===== src/rtl/io_bus_pkg.sv =====
// io_bus_pkg: region codes, chip-select bit indices, controller state and parameter defaults.
package io_bus_pkg;
    localparam logic [3:0] REG_RAM_MAX  = 4'hA;
    localparam logic [3:0] REG_UNMAPPED = 4'hB;
    localparam logic [3:0] REG_AUDIO    = 4'hC;
    localparam logic [3:0] REG_GFX      = 4'hD;
    localparam logic [3:0] REG_SPART    = 4'hE;
    localparam logic [3:0] REG_PS2      = 4'hF;
    localparam int CS_RAM   = 0;
    localparam int CS_AUDIO = 1;
    localparam int CS_GFX   = 2;
    localparam int CS_SPART = 3;
    localparam int CS_PS2   = 4;
    localparam int RAM_WAIT_DEF = 2;
    localparam int TIMEOUT_DEF  = 255;
    typedef enum logic [1:0] {S_IDLE, S_ACCESS, S_DONE, S_ERR} state_e;
endpackage


===== src/rtl/io_addr_decode.sv =====
// io_addr_decode: maps an address region nibble to a one-hot chip select and an unmapped flag.
module io_addr_decode
    import io_bus_pkg::*;
(
    input  logic [3:0] region_i,
    output logic [4:0] cs_o,
    output logic       unmapped_o
);
    always_comb begin
        cs_o = '0;
        unmapped_o = 1'b0;
        if (region_i <= REG_RAM_MAX) cs_o[CS_RAM] = 1'b1;
        else if (region_i == REG_AUDIO) cs_o[CS_AUDIO] = 1'b1;
        else if (region_i == REG_GFX) cs_o[CS_GFX] = 1'b1;
        else if (region_i == REG_SPART) cs_o[CS_SPART] = 1'b1;
        else if (region_i == REG_PS2) cs_o[CS_PS2] = 1'b1;
        else unmapped_o = region_i == REG_UNMAPPED;
    end
endmodule


===== src/rtl/io_bus_ctrl.sv =====
// io_bus_ctrl: CPU-to-peripheral bus controller with fixed-latency RAM and acked peripherals.
// Define IO_BUS_TIMEOUT_EN to abort unacknowledged peripheral accesses after TIMEOUT cycles.
module io_bus_ctrl
    import io_bus_pkg::*;
#(
    parameter int RAM_WAIT = RAM_WAIT_DEF,
    parameter int TIMEOUT  = TIMEOUT_DEF
) (
    input  logic        clk,
    input  logic        rst,
    input  logic        cpu_req,
    input  logic        cpu_we,
    input  logic [15:0] cpu_addr,
    input  logic [15:0] cpu_wdata,
    output logic        cpu_ready,
    output logic        cpu_err,
    output logic [15:0] cpu_rdata,
    output logic [4:0]  cs,
    output logic        dev_read,
    output logic        dev_write,
    output logic [11:0] dev_addr,
    output logic [15:0] dev_wdata,
    input  logic [15:0] dev_rdata,
    input  logic        dev_ack
);
    state_e      state_q, state_d;
    logic [4:0]  cs_q, cs_d, dec_cs;
    logic [11:0] addr_q, addr_d;
    logic [15:0] wdata_q, wdata_d, rdata_q, rdata_d;
    logic [7:0]  cnt_q, cnt_d;
    logic        we_q, we_d, dec_unmapped, is_ram;

    io_addr_decode u_dec (
        .region_i  (cpu_addr[15:12]),
        .cs_o      (dec_cs),
        .unmapped_o(dec_unmapped)
    );

    assign is_ram = cs_q[CS_RAM];

    always_comb begin
        state_d = state_q;
        cs_d = cs_q;
        addr_d = addr_q;
        wdata_d = wdata_q;
        rdata_d = rdata_q;
        we_d = we_q;
        cnt_d = cnt_q;
        unique case (state_q)
            S_IDLE: if (cpu_req) begin
                addr_d = cpu_addr[11:0];
                wdata_d = cpu_wdata;
                we_d = cpu_we;
                cs_d = dec_cs;
                cnt_d = '0;
                state_d = dec_unmapped ? S_ERR : S_ACCESS;
            end
            S_ACCESS: begin
                if (is_ram ? cnt_q == 8'(RAM_WAIT - 1) : dev_ack) begin
                    state_d = S_DONE;
                    rdata_d = we_q ? rdata_q : dev_rdata;
                end
`ifdef IO_BUS_TIMEOUT_EN
                else if (!is_ram && cnt_q == 8'(TIMEOUT - 1)) begin
                    state_d = S_ERR;
                    rdata_d = we_q ? rdata_q : 16'hFFFF;
                end
`endif
                // saturate so an indefinite peripheral wait never wraps the counter
                else cnt_d = cnt_q == 8'(TIMEOUT) ? cnt_q : cnt_q + 8'd1;
            end
            default: begin
                state_d = S_IDLE;
                cnt_d = '0;
            end
        endcase
    end

    always_ff @(posedge clk or posedge rst) begin
        if (rst) begin
            state_q <= S_IDLE;
            cs_q <= '0;
            addr_q <= '0;
            wdata_q <= '0;
            rdata_q <= '0;
            we_q <= 1'b0;
            cnt_q <= '0;
        end else begin
            state_q <= state_d;
            cs_q <= cs_d;
            addr_q <= addr_d;
            wdata_q <= wdata_d;
            rdata_q <= rdata_d;
            we_q <= we_d;
            cnt_q <= cnt_d;
        end
    end

    assign cs = state_q == S_ACCESS ? cs_q : '0;
    assign dev_read = state_q == S_ACCESS && !we_q;
    assign dev_write = state_q == S_ACCESS && we_q;
    assign dev_addr = addr_q;
    assign dev_wdata = wdata_q;
    assign cpu_ready = state_q == S_DONE || state_q == S_ERR;
    assign cpu_err = state_q == S_ERR;
    assign cpu_rdata = rdata_q;
endmodule

===== config.mk =====
export PLATFORM = sky130hd
export DESIGN_NAME = io_bus_ctrl
export DESIGN_NICKNAME = d
export VERILOG_FILES = /design/src/rtl/io_bus_pkg.sv /design/src/rtl/io_addr_decode.sv /design/src/rtl/io_bus_ctrl.sv
export SDC_FILE = /design/constraint.sdc
export NUM_CORES = 1
export LEC_CHECK = 0
export CAP_MARGIN = 20
export CORE_UTILIZATION = 30
export DETAILED_ROUTE_END_ITERATION = 7
export PLACE_DENSITY_LB_ADDON = 0.12
export SYNTH_ARGS = -nofsm -noshare
export SYNTH_HDL_FRONTEND = slang
export SYNTH_SLANG_ARGS = --single-unit

===== constraint.sdc =====
create_clock -name clk -period 4.9 [get_ports clk]
set_input_delay 0.98 -clock clk [delete_from_list [all_inputs] [get_ports clk]]
set_output_delay 0.98 -clock clk [all_outputs]
set_load 0.01 [all_outputs]

After elaboration in Yosys (flattened, before gate mapping)
Index checks and enable logic that the tools add are counted.
- register bits: 60
- latch bits: 0
- bits of input ports: 53
- memory bits (read-only): 0
- RAM bits: 0
- memories kept: 0
- output and inout bits: 53
- logic and storage cells: 57
- multipliers: 0
- add/sub/neg operators: 1
- equality and inequality tests: 14
- bitwise logic cells: 1
- reduce and logical (&&, ||, !) cells: 9
- multiplexer cells: 24
- magnitude comparators: 1
- divide/modulo/power cells: 0
- shift operators: 0
- operators by type and width (kind ; number):
    8-bit 2-to-1 mux ; 3
    4-bit == test, second input constant ; 5
    8-bit one-hot mux with 2 select lines ; 1
    1-bit 2-to-1 mux ; 12
    8-bit by 1-bit adder with 8-bit output, second input constant ; 1
    8-bit by 1-bit == test with 1-bit output, second input constant ; 1
    8-bit == test, second input constant ; 1
    2-bit 2-to-1 mux ; 4
    2-bit != test, second input constant ; 4
    3-bit AND reduction ; 2
    5-bit 2-to-1 mux ; 1
    2-bit == test, second input constant ; 2
    4-bit <= comparator, second input constant ; 1
    4-bit 2-to-1 mux ; 1
    2-bit one-hot mux with 2 select lines ; 1
    2-bit AND reduction ; 2
    3-bit 2-to-1 mux ; 1
    2-bit by 1-bit == test with 1-bit output, second input constant ; 1
    1-bit logical AND ; 2
    2-bit zero test ; 1
    1-bit zero test ; 1
    1-bit logical OR ; 1
    1-bit NOT ; 1

Logic depth before layout (Yosys ltp)
Gate-level depths: netlist of run 1.
- depth after elaboration: 9
- depth in mapped cells: 7
- depth with buffers taken out: 5

By module
From an unflattened synthesis of run 1, not the netlist that was laid out.
- cell total of the unflattened synthesis: 195
- area total of the unflattened synthesis: 2637.5 µm²
- by module, submodules not included (module ; times used ; seq. area each (µm²) ; cells an instance ; area an instance (µm²)):
    io_bus_ctrl ; 1 ; 1501.4 ; 186 ; 2570.0
    io_addr_decode ; 1 ; 0.0 ; 9 ; 67.6

Worst setup path before layout of run 1
OpenSTA, ideal clock, no wires.
- path kind: input to register
- start point: input port dev_ack
- end point: register cnt_q[7]
- setup time: 0.078 ns
- buffers on the path: 1
- arrival time: 2.184 ns
- cell stages on the path: 5
- data required time: 4.822 ns
- path slack: 2.638 ns
- cell sequence: nor2b_1 > or3b_1 > clkbuf_2 > or4_1 > a21oi_1
- word-level cells in the longest chain between the ends: 3
- RTL lines (item ; line ; source):
    start, declared ; io_bus_ctrl.sv:24 ; input logic dev_ack
    1-bit 2-to-1 mux ; io_bus_ctrl.sv:59 ; if (is_ram ? cnt_q == 8'(RAM_WAIT - 1) : dev_ack) begin
    2-bit != test (no line) ; -- ;
    3-bit AND reduction (no line) ; -- ;
    end signal, assigned ; io_bus_ctrl.sv:95 ; cnt_q <= cnt_d;
    end, declared ; io_bus_ctrl.sv:30 ; logic [7:0] cnt_q, cnt_d;
Every way passes these cells.
A chain may end at the register's enable or synchronous reset.

Worst setup path after layout of run 1
- start point: register state_q[1]
- end point: output port cs[3]
- word-level cells in the longest chain between the ends: 2
- RTL lines (item ; line ; source):
    start, declared ; io_bus_ctrl.sv:26 ; state_e state_q, state_d;
    start signal, assigned ; io_bus_ctrl.sv:89 ; state_q <= state_d;
    2-bit by 1-bit == test with 1-bit output ; io_bus_ctrl.sv:99 ; assign cs = state_q == S_ACCESS ? cs_q : '0;
    5-bit 2-to-1 mux ; io_bus_ctrl.sv:99 ;
    end, declared ; io_bus_ctrl.sv:18 ; output logic [4:0] cs,
Every way passes these cells.

==> impl_results.md, run 1 <==
- Rows: 33
- Synth cell count leaders: nand2_1, dfrtp_1, clkbuf_1, mux2_4, nor2_1
- Total gr overflow: 0
- Switching Fraction: 33.4%
- Largest net degree at the start of global routing: 41
- Post-synth net total: 308
- Reg clk slew, reported paths: 70 ps
- Worst hold path endpoint: cs_q[2]$_DFFE_PP0P_
- Clk Latency, worst-skew pair: 330 ps
- Final hold slack: 464 ps
- Synth top area share: 58.1%
- First-pass GRT wire length: 9580 um
- Cell taking the most area after synthesis: dfrtp_1
- Syn avg cell area: 10.2 sq um
- Post-synth EDFFs: 0
- Worst r2r src: cnt_q[0]$_DFFE_PP0P_
- Count leader, synth: nand2_1
- Area of the die: 8980 sq um
- Warnings from Yosys: 0
- Placed inst area: 3720 sq um
- Clk network pwr share: 16.8%
- Worst hold start: cs_q[2]$_DFFE_PP0P_
- Core ar.: 8260 sq um
- Class of the worst hold path: flip-flop to flip-flop
- Total CTS buffers: 9
- CTS Buffer Depth: 2
- Post-CTS setup buffers: 0
- H-tree Lvls: 3
- Critical Setup Path Class: flip-flop to primary output
- Vias post-DR: 2087
- Setup violators final: 0
- Synth Cell Area: 2580 sq um
- GP Congestion: 0.791
- DIE WIDTH: 94.8 um
- Setup WS pre-CTS: 1620 ps
- Flop pwr share: 36.8%
- Outcome: finished clean
- ANT cells: 0
- Max Fclk: 328 MHz
- Synth Instances: 253
- RSZ-0062 raised after global routing: false
- Crit path arrival time: 2070 ps
- Clock root cell: clkbuf_8
- R2r setup slk: 2540 ps
- Layout area overhead: 50.5%
- R2R cell count: 4
- Synthesized flop and latch total: 60
- CTS tree: done
- CP cell instances: nor2b_1 > and2_1 > clkdlybuf4s50_1
- Vias in the first global route: 1960
- Fraction of layout cells with a size suffix above 1: 9.62%
- Final slew viol count: 0
- Detail Route Antenna Nets: 0
- Crit start category: flip-flop
- Critical Path Slowest Stage Cell: clkdlybuf4s50_1
- Reg2Reg Capture Point: cpu_rdata[6]$_DFFE_PP0P_
- Post-route cell area: 3890 sq um
- Seq/Total Area, Yosys: 58.1%
- Hold path cells: 2
- Rel. slew slack: 33.5%
- Starting DRT DRC Count: 52
- Final WL: 6140 um
- Via-to-Cell Ratio: 4.45
- Asr flop ratio synth: 100%
- Sink Count: 60
- DRC: 0
- Setup TNS: 0 ps
- Leakage: 1.79 nW
- Main area contributors after synthesis: dfrtp_1, nand2_1, mux2_4
- Gr usage total: 14.4%
- WL/cell: 13.1 um
- Least-Margin Pin Slew: 998 ps
- PostCTS Resize Cnt: 0
- Ports: 106
- Period utilization: 62.3%
- Tmin final: 3050 ps
- Pwr Density: 579 nW/um^2
- Die Y: 94.8 um
- Drt first pass iters: 4
- P_sw: 0.752 mW
- Worst Skew: 6.56 ps
- Critical Path Sink Type: primary output
- Initial antenna violation count: 0
- Nets: 414
- Crit-path max cell delay: 560 ps
- CP max FO: 11
- Starting Density: 31.3%
- Predominant post-synthesis flop cell: dfrtp_1
- Final Hold Vio Count: 0
- Worst path required time: 3920 ps
- Quantity of hold-fixing buffers added after cts: 0
- Comb pwr share: 46.4%
- Final Worst Setup Slack: 1850 ps
- IR drop worst, VDD: 0.210 mV
- Post-DP HPWL: 4370 um
- Post-synth cell types: 39
- Internal: 1.50 mW
- # port buffers: 105
- Total of max-cap violations: 0
==> power by group through the flow <==
stage / clock network (mW) / registers (mW) / logic (mW)
CTS: 0.396 / 0.833 / 1.06
floorplan: 0 / 0.903 / 0.448
global route: 0.419 / 0.861 / 1.14
global placement: 0 / 0.841 / 1.05
detailed placement: 0 / 0.836 / 1.06
finish: 0.378 / 0.829 / 1.04
==> state kept, by name, summed over array words and instances, names as in the netlist <==
register,flops
cs_q,5
we_q,1
cnt_q,8
state_q,2
dev_wdata,16
cpu_rdata,16
dev_addr,12
==> final cells by class <==
| cell class | instances | area, sq um |
|---|---|---|
| Clock buffer | 14 | 153 |
| Clock inverter | 2 | 10.0 |
| Inverter | 5 | 18.8 |
| Sequential cell | 60 | 1500 |
| Tap cell | 105 | 131 |
| Fill cell | 827 | 4370 |
| Timing Repair Buffer | 108 | 1070 |
| Multi-Input combinational cell | 175 | 1000 |
==> worst max path at each step <==
stage | startpoint | end | cells past startpoint
after global routing | state_q[1]$_DFFE_PP0P_ | cs[0] | 3
after floorplan | rst | cnt_q[0]$_DFFE_PP0P_ | 1
final | state_q[1]$_DFFE_PP0P_ | cs[3] | 3
after global placement | dev_ack | cpu_rdata[10]$_DFFE_PP0P_ | 5
after CTS | state_q[1]$_DFFE_PP0P_ | cs[3] | 3
after detailed placement | dev_ack | cpu_rdata[6]$_DFFE_PP0P_ | 5
==> critical path: cells and delay by family, from the launching register on <==
kind	cells	cell delay [ps]
flip-flops	1	480
buffers and inverters	1	560
AND/OR/NAND/NOR	2	700
==> kinds of logic (layout without fill, tap and decap cells) <==
family | Yosys count | in the layout | share of synthesized area, %
mux | 18 | 18 | 9.21
simple gates | 138 | 138 | 23.7
compound gates | 17 | 17 | 4.75
fa+ha+maj | 2 | 2 | 0.969
flops | 60 | 60 | 58.1
buf+inv | 18 | 129 | 3.25
==> cell usage in the layout, fill, tap and decap left out, drive strengths merged, types with 2 or more instances in the layout <==
| master | instances |
|---|---|
| nand2 | 96 |
| nand4 | 3 |
| clkbuf | 14 |
| or3 | 3 |
| a31oi | 2 |
| and2 | 7 |
| clkdlybuf4s50 | 105 |
| nor2b | 3 |
| o31ai | 2 |
| nand2b | 4 |
| ha | 2 |
| dfrtp | 60 |
| nor3 | 2 |
| inv | 5 |
| nor2 | 8 |
| a21oi | 2 |
| buf | 3 |
| clkinv | 2 |
| a22o | 2 |
| mux2i | 2 |
| o21ai | 3 |
| nand3 | 3 |
| mux2 | 16 |
==> through the flow <==
step / std cells / util, % / power (mW)
finish: 469 / 47.1 / 2.25
global route: 469 / 47.1 / 2.42
CTS: 469 / 47.1 / 2.29
detailed placement: 453 / 45.1 / 1.90
global placement: 453 / 45.1 / 1.89
floorplan: 253 / - / 1.35
==> metal layers <==
metal  share of wire (%)  global-route usage, %
met5                   0                      0
met4                 1.4                   6.44
met3                 8.3                   5.72
met2                  46                   22.1
met1                  45                   17.7
Power figures use the tool's default switching activity.
==> run 2, diff against run 1 <==
==> constraint.sdc (replaced) <==
create_clock -name clk -period 3 [get_ports clk]
set_input_delay 0.6 -clock clk [delete_from_list [all_inputs] [get_ports clk]]
set_output_delay 0.6 -clock clk [all_outputs]
set_load 0.01 [all_outputs]
==> impl_results.md, run 2 (synthesis results as in run 1) <==
- Hold path cells: 2 (unchanged)
- Post-DP HPWL: 4620 um (+5.6%)
- R2R cell count: 5 (+1)
- Initial antenna violation count: 0 (unchanged)
- Ports: 106 (unchanged)
- Drt first pass iters: 4 (unchanged)
- Setup WS pre-CTS: 531 ps (-1090 ps)
- Fraction of layout cells with a size suffix above 1: 11.4% (+1.8 points)
- Critical Setup Path Class: flip-flop to primary output
- Rel. slew slack: 63.0% (+29 points)
- DRC: 0 (unchanged)
- Flop pwr share: 35.7% (-1.1 points)
- Total of max-cap violations: 0 (unchanged)
- Class of the worst hold path: flip-flop to flip-flop
- Reg clk slew, reported paths: 70 ps (about the same)
- Starting DRT DRC Count: 60 (+15%)
- Crit-path max cell delay: 550 ps (about the same)
- Final Worst Setup Slack: 326 ps (-1520 ps)
- Total gr overflow: 0 (unchanged)
- Max Fclk: 374 MHz
- Most frequent cells in the layout: clkdlybuf4s50_1, nand2_1, dfrtp_1, clkbuf_8, mux2_4
- Final WL: 6420 um (+4.5%)
- Worst path required time: 2400 ps (-1520 ps)
- Via-to-Cell Ratio: 4.46 (+0.15%)
- Gr usage total: 15.4% (+1.1 points)
- Area of the multi-input gates: 1000 sq um (unchanged)
- H-tree Lvls: 3 (unchanged)
- Crit path arrival time: 2070 ps (about the same)
- Most common cell after layout, fill and taps aside: clkdlybuf4s50_1
- Worst Skew: 6.42 ps (-0.144 ps)
- IR drop worst, VDD: 0.468 mV (+120%)
- Period utilization: 89.1%
- Outcome: finished clean
- Tot Pwr: 3.82 mW (+70%)
- Setup violators final: 0 (unchanged)
- Switching Fraction: 32.8% (-0.65 points)
- Setup TNS: 0 ps (unchanged)
- Worst hold start: cs_q[2]$_DFFE_PP0P_
- Total CTS buffers: 9 (unchanged)
- CP max FO: 11 (unchanged)
- Fill cells: 812 (-1.8%)
- Nets: 418 (+0.97%)
- Post-layout util: 47.9% (+0.85 points)
- CTS Buffer Depth: 2 (unchanged)
- GP Congestion: 0.716 (-9.4%)
- Leakage: 1.83 nW (+2.0%)
- WL/cell: 13.6 um (+3.6%)
- FF+latch area: 1500 sq um (unchanged)
- DIE WIDTH: 94.8 um (unchanged)
- Detail Route Antenna Nets: 0 (unchanged)
- Clk Latency, worst-skew pair: 330 ps (about the same)
- Area of the die: 8980 sq um (unchanged)
- Clk network pwr share: 19.2% (+2.4 points)
- Pwr Density: 965 nW/um^2 (+67%)
- Worst hold path endpoint: cs_q[2]$_DFFE_PP0P_
- Worst r2r src: cnt_q[0]$_DFFE_PP0P_
- Largest net degree at the start of global routing: 25 (-39%)
- Layout area overhead: 53.2%
- Rows: 33 (unchanged)
- Clock root cell: clkbuf_8
- Sink Count: 60 (unchanged)
- Core ar.: 8260 sq um (unchanged)
- RSZ-0062 raised after global routing: false
- Crit start category: flip-flop
- Tmin final: 2670 ps
- Critical Path Sink Type: primary output
- PostCTS Resize Cnt: 0 (unchanged)
- Least-Margin Pin Slew: 554 ps (-444 ps)
- Final Hold Vio Count: 0 (unchanged)
- Critical Path Slowest Stage Cell: clkdlybuf4s50_1
- Vias post-DR: 2108 (+1.0%)
- R2r setup slk: 1050 ps (-1490 ps)
- # port buffers: 105 (unchanged)
- Quantity of hold-fixing buffers added after cts: 0 (unchanged)
- First-pass GRT wire length: 10500 um (+10%)
- Die Y: 94.8 um (unchanged)
- CP cell instances: nor2b_1 > and2_1 > clkdlybuf4s50_1
- Vias in the first global route: 2146 (+9.5%)
- Starting Density: 31.3% (unchanged)
- Post-CTS setup buffers: 0 (unchanged)
- Internal: 2.57 mW (+71%)
- Reg2Reg Capture Point: cpu_rdata[11]$_DFFE_PP0P_
- Final hold slack: 472 ps (+8.04 ps)
- CTS tree: done
- Comb pwr share: 45.1% (-1.3 points)
- ANT cells: 0 (unchanged)
- Crit path max-delay family: simple AND/OR/NAND/NOR gates
- Final slew viol count: 0 (unchanged)
- Buf/Inv on CP: 1 (unchanged)
- P_sw: 1.25 mW (+66%)
==> run 2: cell types whose count changed in the layout (fill, tap and decap cells not counted) <==
cell	before	now
clkbuf_1	4	1
bufinv_16	0	1
clkbuf_8	10	11
clkinvlp_4	0	1
buf_4	3	7
==> run 2: power by group through the flow <==
stage / Combinational, mW / Clock, mW / Sequential, mW
CTS: 1.76 / 0.773 / 1.36
global placement: 1.73 / 0 / 1.37
global route: 1.90 / 0.802 / 1.41
floorplan: 0.732 / 0 / 1.48
detailed placement: 1.76 / 0 / 1.37
finish: 1.72 / 0.734 / 1.36
==> run 2: worst max-delay path by stage <==
stage                           startpoint                         to  slack (ps)  cells past startpoint
floorplan                              rst       cnt_q[0]$_DFFE_PP0P_         920                      1
global placement                   dev_ack  cpu_rdata[11]$_DFFE_PP0P_         590                      6
detailed placement                 dev_ack  cpu_rdata[11]$_DFFE_PP0P_         530                      6
CTS                 state_q[1]$_DFFE_PP0P_                      cs[1]         240                      3
global route        state_q[1]$_DFFE_PP0P_                      cs[0]         170                      3
finish              state_q[1]$_DFFE_PP0P_                      cs[2]         330                      3
==> run 2: layer usage <==
metal / share of wire, % / track usage (%) / wire length [um] / up-vias
li1: - / - / - / 1045
met1: 43 / 19.1 / 2770 / 985
met2: 47 / 24.1 / 3000 / 73
met3: 9.6 / 7.41 / 614 / 5
met4: 0.58 / 3.79 / 37 / 0
met5: 0 / 0 / 0 / -
==> run 2: cell type report <==
type,instances,share of cell area (%)
Tap cell,105,3.32
Inverter,5,0.474
Sequential cell,60,37.9
Multi-Input combinational cell,175,25.3
Clock buffer,12,3.92
Timing Repair Buffer,112,27.9
Clock inverter,4,1.20
==> run 2: worst register-to-register path: stages (launching register included) <==
cell	delay (ps)
dfrtp_1	420
ha_1	220
a41oi_1	380
nand2b_1	170
buf_4	270
mux2_2	380
==> run 2: stage by stage <==
stage | cells | cell area (sq um)
5_1_grt | 473 | 3960
6_report | 473 | 3960
3_3_place_gp | 457 | 3750
2_1_floorplan | 253 | 2580
3_5_place_dp | 457 | 3750
4_1_cts | 473 | 3960
==> run 3, diff against run 2 <==
--- a/config.mk
+++ b/config.mk
@@ -6,9 +6,11 @@
 export NUM_CORES = 1
 export LEC_CHECK = 0
 export CAP_MARGIN = 20
+export CORE_ASPECT_RATIO = 0.6
 export CORE_UTILIZATION = 30
 export DETAILED_ROUTE_END_ITERATION = 7
 export PLACE_DENSITY_LB_ADDON = 0.12
+export SLEW_MARGIN = 20
 export SYNTH_ARGS = -nofsm -noshare
 export SYNTH_HDL_FRONTEND = slang
 export SYNTH_SLANG_ARGS = --single-unit
==> impl_results.md, run 3 (synthesis results as in run 1) <==
- Core ar.: 8100 sq um (-1.9%)
- H-tree Lvls: 3 (unchanged)
- Placed inst area: 3760 sq um (+0.23%)
- Setup WS pre-CTS: 535 ps (+4.60 ps)
- Final WL: 6850 um (+6.7%)
- Class of the worst hold path: flip-flop to flip-flop
- Final Worst Setup Slack: 374 ps (+48.2 ps)
- Rel. slew slack: 57.6% (-5.4 points)
- CTS tree: done
- Total CTS buffers: 9 (unchanged)
- Worst path required time: 2400 ps (about the same)
- Most frequent cells in the layout: clkdlybuf4s50_1, nand2_1, dfrtp_1, mux2_4, clkbuf_16
- Gr usage total: 16.3% (+0.88 points)
- Starting Density: 31.9% (+0.60 points)
- Setup TNS: 0 ps (unchanged)
- WL/cell: 14.5 um (+6.5%)
- Tot Pwr: 4.06 mW (+6.2%)
- Max Fclk: 381 MHz (+1.8%)
- # port buffers: 105 (unchanged)
- Hold path cells: 2 (unchanged)
- Clk Latency, worst-skew pair: 320 ps (about the same)
- Internal: 2.74 mW (+6.7%)
- Post-layout util: 49.8% (+1.9 points)
- CTS Buffer Depth: 2 (unchanged)
- Layout area overhead: 56.2%
- Crit path arrival time: 2030 ps (-40 ps)
- Vias post-DR: 2094 (-0.66%)
- ANT cells: 0 (unchanged)
- IR drop worst, VDD: 0.431 mV (-8.0%)
- Final std cells w/o fill: 474 (+0.21%)
- Critical Path Sink Type: primary output
- CP max FO: 11 (unchanged)
- Post-route cell area: 4030 sq um (+1.9%)
- Flop pwr share: 33.9% (-1.8 points)
- Initial antenna violation count: 0 (unchanged)
- R2R cell count: 5 (unchanged)
- Total of max-cap violations: 0 (unchanged)
- Die Y: 73.9 um (-22%)
- Quantity of hold-fixing buffers added after cts: 0 (unchanged)
- Post-CTS setup buffers: 0 (unchanged)
- Area of the die: 9000 sq um (+0.13%)
- Detail Route Antenna Nets: 0 (unchanged)
- Post-DP HPWL: 4950 um (+7.2%)
- First-pass GRT wire length: 10800 um (+2.6%)
- Critical Setup Path Class: flip-flop to primary output
- Switching Fraction: 32.4% (-0.32 points)
- Final Hold Vio Count: 0 (unchanged)
- Worst Skew: 2.55 ps (-3.87 ps)
- Reg clk slew, reported paths: 50 ps (-20 ps)
- Clk network pwr share: 22.8% (+3.6 points)
- RSZ-0062 raised after global routing: false
- DIE WIDTH: 122 um (+28%)
- PostCTS Resize Cnt: 0 (unchanged)
- Total gr overflow: 0 (unchanged)
- Pwr Density: 1010 nW/um^2 (+4.2%)
- Comb pwr share: 43.3% (-1.8 points)
- GP Congestion: 0.795 (+11%)
- Ports: 106 (unchanged)
- Largest net degree at the start of global routing: 33 (+32%)
- Final slew viol count: 0 (unchanged)
- Fraction of layout cells with a size suffix above 1: 10.7% (-0.76 points)
- Clock root cell: clkbuf_16
- Least-Margin Pin Slew: 635 ps (+80.6 ps)
- P_sw: 1.32 mW (+5.2%)
- Tmin final: 2630 ps (-48.2 ps)
- Starting DRT DRC Count: 74 (+23%)
- Period utilization: 87.5% (-1.6 points)
- Crit start category: flip-flop
- Outcome: finished clean
- Setup violators final: 0 (unchanged)
- DRC: 0 (unchanged)
- Placed instance count: 459 (+0.44%)
- Most common cell after layout, fill and taps aside: clkdlybuf4s50_1
- Nets: 417 (-0.24%)
- Final hold slack: 466 ps (-6.13 ps)
- Leakage: 1.86 nW (+1.8%)
- Via-to-Cell Ratio: 4.42 (-0.87%)
- Drt first pass iters: 4 (unchanged)
- Vias in the first global route: 2104 (-2.0%)
- Sink Count: 60 (unchanged)
- Rows: 25 (-24%)
## run 3: changes by cell type in the layout (fill, tap and decap cells not counted), sizes merged
cell	before	now
buf	7	6
bufinv	1	0
clkbuf	12	13
clkinvlp	1	0
## run 3: area by class of cell
type | instances | area (sq um)
Clock inverter | 2 | 10.0
Fill cell | 763 | 4070
Tap cell | 108 | 135
Clock buffer | 13 | 260
Inverter | 5 | 18.8
Multi-Input combinational cell | 175 | 1000
Timing Repair Buffer | 111 | 1110
Sequential cell | 60 | 1500
## run 3: path summary, 6_finish.rpt
kind	startpoint	end	slack [ps]
max reg2reg	cnt_q[0]$_DFFE_PP0P_	cpu_rdata[11]$_DFFE_PP0P_	1060
min in group asynchronous	rst	dev_wdata[10]$_DFFE_PP0P_	690
max in group asynchronous	rst	dev_wdata[2]$_DFFE_PP0P_	1700
min reg2reg	cs_q[2]$_DFFE_PP0P_	cs_q[2]$_DFFE_PP0P_	470
min	cs_q[2]$_DFFE_PP0P_	cs_q[2]$_DFFE_PP0P_	470
max	state_q[1]$_DFFE_PP0P_	cs[1]	370
## run 3: power groups by stage
stage / combinational, mW / sequential, mW / clock [mW]
CTS: 1.79 / 1.38 / 0.957
detailed placement: 1.78 / 1.38 / 0
global route: 1.92 / 1.42 / 0.985
floorplan: 0.732 / 1.48 / 0
finish: 1.76 / 1.37 / 0.923
global placement: 1.76 / 1.37 / 0
## run 3: worst max-delay path, cell delays in order, from the launching register on
cell	delay, ps
dfrtp_1	470
nor2b_1	440
and2_1	240
clkdlybuf4s50_1	560
## run 3: routing by layer
metal  track usage (%)  share of wire (%)  routed length (um)
met2              21.6                 39                2670
met1              22.2                 49                3370
met4              5.35               0.86                  59
met5                 0                  0                   0
met3              8.85                 11                 752
